--- config.mk ---
export PLATFORM = sky130hd
export DESIGN_NAME = dot_product_sequencer
export DESIGN_NICKNAME = d
export VERILOG_FILES = /design/src/rtl/dot_product_sequencer.sv
export SDC_FILE = /design/constraint.sdc
export NUM_CORES = 1
export LEC_CHECK = 0
export CAP_MARGIN = 40
export CORE_MARGIN = 1.5
export CORE_UTILIZATION = 55
export CTS_BUF_LIST = sky130_fd_sc_hd__clkbuf_4 sky130_fd_sc_hd__clkbuf_8 sky130_fd_sc_hd__clkbuf_16
export DETAILED_ROUTE_END_ITERATION = 10
export PLACE_DENSITY = 0.73
export SYNTH_ARGS = -nofsm -noshare
export SYNTH_HDL_FRONTEND = slang
export SYNTH_SLANG_ARGS = --single-unit
--- constraint.sdc ---
create_clock -name clk -period 10.25 [get_ports clk]
set_input_delay 1.025 -clock clk [delete_from_list [all_inputs] [get_ports clk]]
set_output_delay 1.025 -clock clk [all_outputs]
set_load 0.01 [all_outputs]
--- src/rtl/dot_product_sequencer.sv ---
// Dot-product sequencer for the compute phase.
// On start it reads A[i] and B[i] alternately from the shared operand memory
// through a single read port, then multiply-accumulates each pair. At the end
// it produces a one-cycle done pulse together with a saturated or truncated
// result and an overflow flag. Clearing mode_compute while busy aborts the run.
//
// Handshake: there is no valid/ready pair. start is sampled only in IDLE and
// only when mode_compute is high. mem_rd qualifies mem_addr, and mem_rdata is
// consumed exactly one cycle after each read. done qualifies result/overflow
// for one cycle; the two values are then held until the next done.
module dot_product_sequencer #(
  parameter int N_ELEM = 8,
  parameter int DATA_W = 8,
  parameter int ADDR_W = 4,
  parameter int B_BASE = 8,
  parameter int ACC_W  = 19,
  parameter int SAT    = 1
) (
  input  logic              clk,
  input  logic              rst,
  input  logic              start,
  input  logic              mode_compute,
  output logic [ADDR_W-1:0] mem_addr,
  output logic              mem_rd,
  input  logic [DATA_W-1:0] mem_rdata,
  output logic              busy,
  output logic              done,
  output logic [DATA_W-1:0] result,
  output logic              overflow,
  output logic [1:0]        dbg_state
);

  localparam int IDX_W = (N_ELEM > 1) ? $clog2(N_ELEM) : 1;
  localparam logic [IDX_W-1:0]  LAST_IDX = IDX_W'(N_ELEM - 1);
  localparam logic [ACC_W-1:0]  MAX_VAL  = (ACC_W'(1) << DATA_W) - ACC_W'(1);
  localparam logic [ADDR_W-1:0] B_ADDR   = ADDR_W'(B_BASE);

  typedef enum logic [1:0] {
    IDLE = 2'd0,
    RD_A = 2'd1,
    RD_B = 2'd2,
    MAC  = 2'd3
  } state_t;

  state_t             state_q;
  logic [IDX_W-1:0]   idx_q;
  logic [ACC_W-1:0]   acc_q;
  logic [DATA_W-1:0]  a_q;
  logic [ADDR_W-1:0]  mem_addr_q;
  logic               mem_rd_q;
  logic               busy_q;
  logic               done_q;
  logic [DATA_W-1:0]  result_q;
  logic               overflow_q;

  logic [ACC_W-1:0]   sum_d;
  logic [IDX_W-1:0]   idx_d;
  logic               ovf_d;
  logic [DATA_W-1:0]  result_d;

  // MAC datapath: the accumulator is wide enough that the sum never wraps.
  always_comb begin
    sum_d    = acc_q + ACC_W'(a_q) * ACC_W'(mem_rdata);
    idx_d    = idx_q + IDX_W'(1);
    ovf_d    = (sum_d > MAX_VAL);
    result_d = sum_d[DATA_W-1:0];
    if (SAT != 0 && ovf_d) begin
      result_d = {DATA_W{1'b1}};
    end
  end

  // Sequencer FSM. The memory-side and busy outputs are registered and are
  // loaded with the values that belong to the state being entered.
  always_ff @(posedge clk or posedge rst) begin
    if (rst) begin
      state_q    <= IDLE;
      idx_q      <= '0;
      acc_q      <= '0;
      a_q        <= '0;
      mem_addr_q <= '0;
      mem_rd_q   <= 1'b0;
      busy_q     <= 1'b0;
      done_q     <= 1'b0;
      result_q   <= '0;
      overflow_q <= 1'b0;
    end else begin
      done_q <= 1'b0;
      if (state_q != IDLE && !mode_compute) begin
        // Abort: drop back to IDLE and leave result/overflow untouched.
        state_q    <= IDLE;
        mem_addr_q <= '0;
        mem_rd_q   <= 1'b0;
        busy_q     <= 1'b0;
      end else begin
        case (state_q)
          IDLE: begin
            if (start && mode_compute) begin
              acc_q      <= '0;
              idx_q      <= '0;
              state_q    <= RD_A;
              mem_addr_q <= '0;
              mem_rd_q   <= 1'b1;
              busy_q     <= 1'b1;
            end
          end
          RD_A: begin
            state_q    <= RD_B;
            mem_addr_q <= B_ADDR + ADDR_W'(idx_q);
            mem_rd_q   <= 1'b1;
          end
          RD_B: begin
            // mem_rdata carries A[idx] requested in RD_A.
            a_q        <= mem_rdata;
            state_q    <= MAC;
            mem_addr_q <= '0;
            mem_rd_q   <= 1'b0;
          end
          MAC: begin
            // mem_rdata carries B[idx] requested in RD_B.
            if (idx_q != LAST_IDX) begin
              acc_q      <= sum_d;
              idx_q      <= idx_d;
              state_q    <= RD_A;
              mem_addr_q <= ADDR_W'(idx_d);
              mem_rd_q   <= 1'b1;
            end else begin
              state_q    <= IDLE;
              mem_addr_q <= '0;
              mem_rd_q   <= 1'b0;
              busy_q     <= 1'b0;
              done_q     <= 1'b1;
              overflow_q <= ovf_d;
              result_q   <= result_d;
            end
          end
          default: begin
            state_q    <= IDLE;
            mem_addr_q <= '0;
            mem_rd_q   <= 1'b0;
            busy_q     <= 1'b0;
          end
        endcase
      end
    end
  end

  assign mem_addr  = mem_addr_q;
  assign mem_rd    = mem_rd_q;
  assign busy      = busy_q;
  assign done      = done_q;
  assign result    = result_q;
  assign overflow  = overflow_q;
  assign dbg_state = state_q;

endmodule

* After elaboration in Yosys (flattened, before gate mapping) *
Index checks and enable logic that the tools add are counted.

operators by class
  muxes and demuxes = 25
  $lt $le $gt $ge = 1
  equality and inequality tests = 8
  reduce and logical (&&, ||, !) cells = 11
  add/subtract/negate cells = 3
  multipliers = 1
  bitwise logic cells = 2

operator list
  kind                   count
  $mux W19               2
  $pmux W19 S2           1
  $add A19 B16 Y19       1
  $gt A19 B8 Y1 const B  1
  $mul A8 B8 Y16         1
  $pmux W4 S4            1
  $mux W1                9
  $mux W3                3
  $ne A3 B3 Y1 const B   3
  $mux W4                2
  $mux W8                1
  $pmux W2 S4            1
  $pmux W3 S2            1
  $reduce_and A3 Y1      2
  $add A4 B3 Y4 const A  1
  $eq A2 B2 Y1 const B   2
  $mux W2                2
  $ne A2 B2 Y1 const B   2
  $pmux W1 S4            1
  $reduce_and A4 Y1      1
  $reduce_bool A2 Y1     2
  $add A3 B1 Y3 const B  1
  $reduce_bool A3 Y1     1
  $eq A2 B1 Y1 const B   1
  other kinds (6)        8

word-level totals
  register bits after elaboration = 48
  output and inout port bits = 18
  bits of input ports = 12
  logic and storage cells = 61

* Longest topological paths before layout *
  depth after elaboration = 4
  mapped depth = 19

* Least setup slack after synthesis *
No wires, ideal clock.

  path kind = input port to flip-flop
  from = input mem_rdata[1]
  to = register result_q[0] (netlist: result[0])
  arrival = 5,749 ps
  path slack = 4,364 ps
  stages on the path = 17
  cell sequence = clkbuf_1 > nand2_1 > fa_1 > inv_1 > fa_1 > inv_1 > fa_1 > fa_1 > inv_1 > ha_1 > o211ai_1 > o211ai_1 > a211o_1 > or4b_1 > or3_1 > nor4_4 > a21oi_1

between the ends
  cells in the longest elaborated chain, start to end = 4

RTL lines
  element                 RTL line  text
  start: declaration      25        input logic [DATA_W-1:0] mem_rdata,
  $mul A8 B8 Y16          63        sum_d = acc_q + ACC_W'(a_q) * ACC_W'(mem_rdata);
  $add A19 B16 Y19        63
  $gt A19 B8 Y1           65        ovf_d = (sum_d > MAX_VAL);
  $mux W8                 67        if (SAT != 0 && ovf_d) begin
  end signal: assignment  133       result_q <= result_d;
  end: declaration        53        logic [DATA_W-1:0] result_q;

No other way between the ends.
A chain may end at the register's enable or synchronous reset.

* Final worst setup path *
  from = input mem_rdata[6]
  to = register result_q[4] (netlist: result[4])

Same word-level chain as after synthesis.

==> impl_metrics.toml <==
[route]
drt_pre_antenna_iters = 4
route.detailed.vias_per_inst = 5.46
drtAntennaViolNets = 0
wire_per_inst_um = 15.7
route.vias.total = 3604
detailedRoute.firstIterationViolations = 212
drcViolationCount = 0
finalWirelength_um = 10400

[synthesis]
synth-xor-area-share = 0.0200
synth_top_family_by_area = "adder cells"
synth.distinct_cells = 51
yosysSeqAreaShare = 0.249
synth_largest_area_cell = "dfrtp_1"
synth_largest_type_area_fraction = 0.249
synth_simple_gate_area_share = 0.148
arithmetic_cell_share_of_the_synthesized_area_counting_full_adders_half_adders_and_majority_gates = 0.329
synthFlopType = "dfrtp_1"
post_synth_instance_area_um2 = 4820
muxShareOfSynthArea = 0.0187
synthesis.area_per_instance_um2 = 9.10
post_synthesis_cell_count = 530
synth-async-reset-ratio = 1.00
number_of_synthesized_register_bits = 48
synth_compound_area_frac = 0.131
postSynthNetCount = 639
total_of_warnings_raised_by_yosys = 0
synth.area.top_cells = "dfrtp_1 (25%), fa_1 (21%), ha_1 (12%)"
synth_enable_flop_cells = 0

[floorplanning]
io-pin-count = 30
die_w_um = 96.7
floorplan.die.height_um = 96.7
design.die.area_um2 = 9340
coreArea_um2 = 8340
row_count = 33
initial_core_util = 0.578

[cts]
clockBufferDepth = 2
postcts_setup_bufs = 0
clk_root_buffer_cell = "clkbuf_8"
htree_num_levels = 2
cts-buffers-inserted = 5
clk_pin_slew_ps = 100
cts_sinks = 48
cts_hold_buf = 0
cts_tree = "yes"
cts_repair_resized_insts = 0
clock_insertion_delay_worst_skew_ps = 320

[finish]
layout-drive-gt1-share = 0.0450
most-common-layout-cells = "inv_1 (110), nand2_1 (60), fa_1 (50)"
antenna_cells_inserted = 0
final_common_cell = "inv_1"
num-nets-final = 663
areaGrowthSynthToFinish_pct = 10.6

[global_routing]
grt_start_max_net_pins = 29
grt_pass1_wl_um = 17900
groute.usage.overall = 0.235
grt_overflow = 0
first_global_vias = 3846
grt_antenna_before_repair = 0

[placement]
count_of_input_and_output_buffers = 29
hpwlAfterDp_um = 8330
gp_congestion = 0.915

[worst_setup_path]
worst-path-max-fanout = 9
arrival_ps = 6740
worstSetupEndpointType = "register"
setup.worst_path.class = "in -> reg"
timing.reg2reg.setup_slack_ps = 4510
timing.critical_path.from_type = "primary input"
worst_ep_required_time_ps = 10440

[status]
status = "finished, final reports clean"

[timing]
rsz0062_at_grt = "false"
report.final.setup_viol = 0
worst_slew_pin_slew_ps = 860
timing_hold_violations_final = 0
finalSetupTns_ps = 0
period_minus_slack_ps = 6560
post-route-period-util = 0.640
timing.final.max_slew_violations = 0
fin_worst_skew_ps = 14.4
timing.max_slew.rel_slack = 0.427
max_clock_freq_mhz = 153

[worst_hold_path]
timing.hold.worst.class = "reg -> reg"

[job]
max_cap_violations = 0
-- worst max-delay path, cell delays in order --
cell and delay [ps]:
clkdlybuf4s50_1 570, and2_1 260, fa_1 500, fa_1 530, fa_1 550, inv_1 50
fa_1 530, inv_1 50, ha_1 380, o21ai_0 370, a21oi_1 120, a211o_1 330
or4b_1 520, or3_1 360, nor4_4 460, a21oi_1 140
-- stage by stage --
step / cell area [µm²] / setup slack [ps] / cells / hold WS [ps] / util
6_report: 5340 / 3690 / 660 / 490 / 0.640
5_1_grt: 5340 / 3390 / 660 / 535 / 0.640
4_1_cts: 5340 / 3730 / 660 / 495 / 0.640
3_5_place_dp: 5200 / 3420 / 652 / 472 / 0.623
3_3_place_gp: 5170 / 3490 / 650 / 468 / 0.620
2_1_floorplan: 4820 / 4360 / 530 / 450 / -
-- routing by layer --
metal,vias up,share of wire,global-route usage
li1,1748,-,-
met2,76,0.49,0.406
met5,-,0,0
met4,0,0.018,0.0546
met1,1763,0.45,0.311
met3,17,0.041,0.0368
-- area by class of cell --
type                       count  area (µm²)
sequential                    48        1200
clock buffer                   5        68.8
fill                         712        3000
timing repair buffer          32         325
clock inverter                 3        68.8
tap                          105         131
inverter                     111         417
multi-input combinational    356        3120
-- cell families after synthesis --
family | after synthesis
AO/OA/AOI/OAI | 99
flip-flops | 48
adder cells (fa/ha/maj) | 97
XOR/XNOR | 11
AND/OR/NAND/NOR | 141
multiplexers | 8
buffers and inverters | 126
-- cells in the mapped netlist (all sizes together), types with 2 or more instances --
| library cell | count |
|---|---|
| a2111oi | 2 |
| a211o | 3 |
| a211oi | 5 |
| a21o | 4 |
| a21oi | 31 |
| a22o | 12 |
| a22oi | 2 |
| and2 | 35 |
| and3 | 2 |
| buf | 6 |
| clkbuf | 9 |
| dfrtp | 48 |
| fa | 50 |
| ha | 47 |
| inv | 111 |
| mux2 | 8 |
| nand2 | 60 |
| nand2b | 2 |
| nand3 | 3 |
| nand4 | 4 |
| nor2 | 16 |
| nor2b | 4 |
| nor3 | 4 |
| nor3b | 2 |
| nor4 | 2 |
| o211ai | 5 |
| o21ai | 28 |
| xnor2 | 7 |
| xor2 | 4 |
-- worst paths after layout --
check                      depth (start not counted)           to          from
max                                               16    result[4]  mem_rdata[6]
min                                                2  mem_addr[3]   mem_addr[3]
max reg2reg                                       15    result[4]        a_q[2]
min reg2reg                                        2  mem_addr[3]   mem_addr[3]
max in group asynchronous                          3       a_q[4]           rst
min in group asynchronous                          2     idx_q[0]           rst
-- flip-flops by register name (all words and copies together) (netlist names) --
signal / flops
acc_q: 19
mem_rd: 1
busy: 1
result: 8
overflow: 1
done: 1
mem_addr: 4
idx_q: 3
dbg_state: 2
a_q: 8
Power is left out: the tool's default activity adds up to more than one toggle a clock period on the data nets, which glitch-free logic cannot reach.
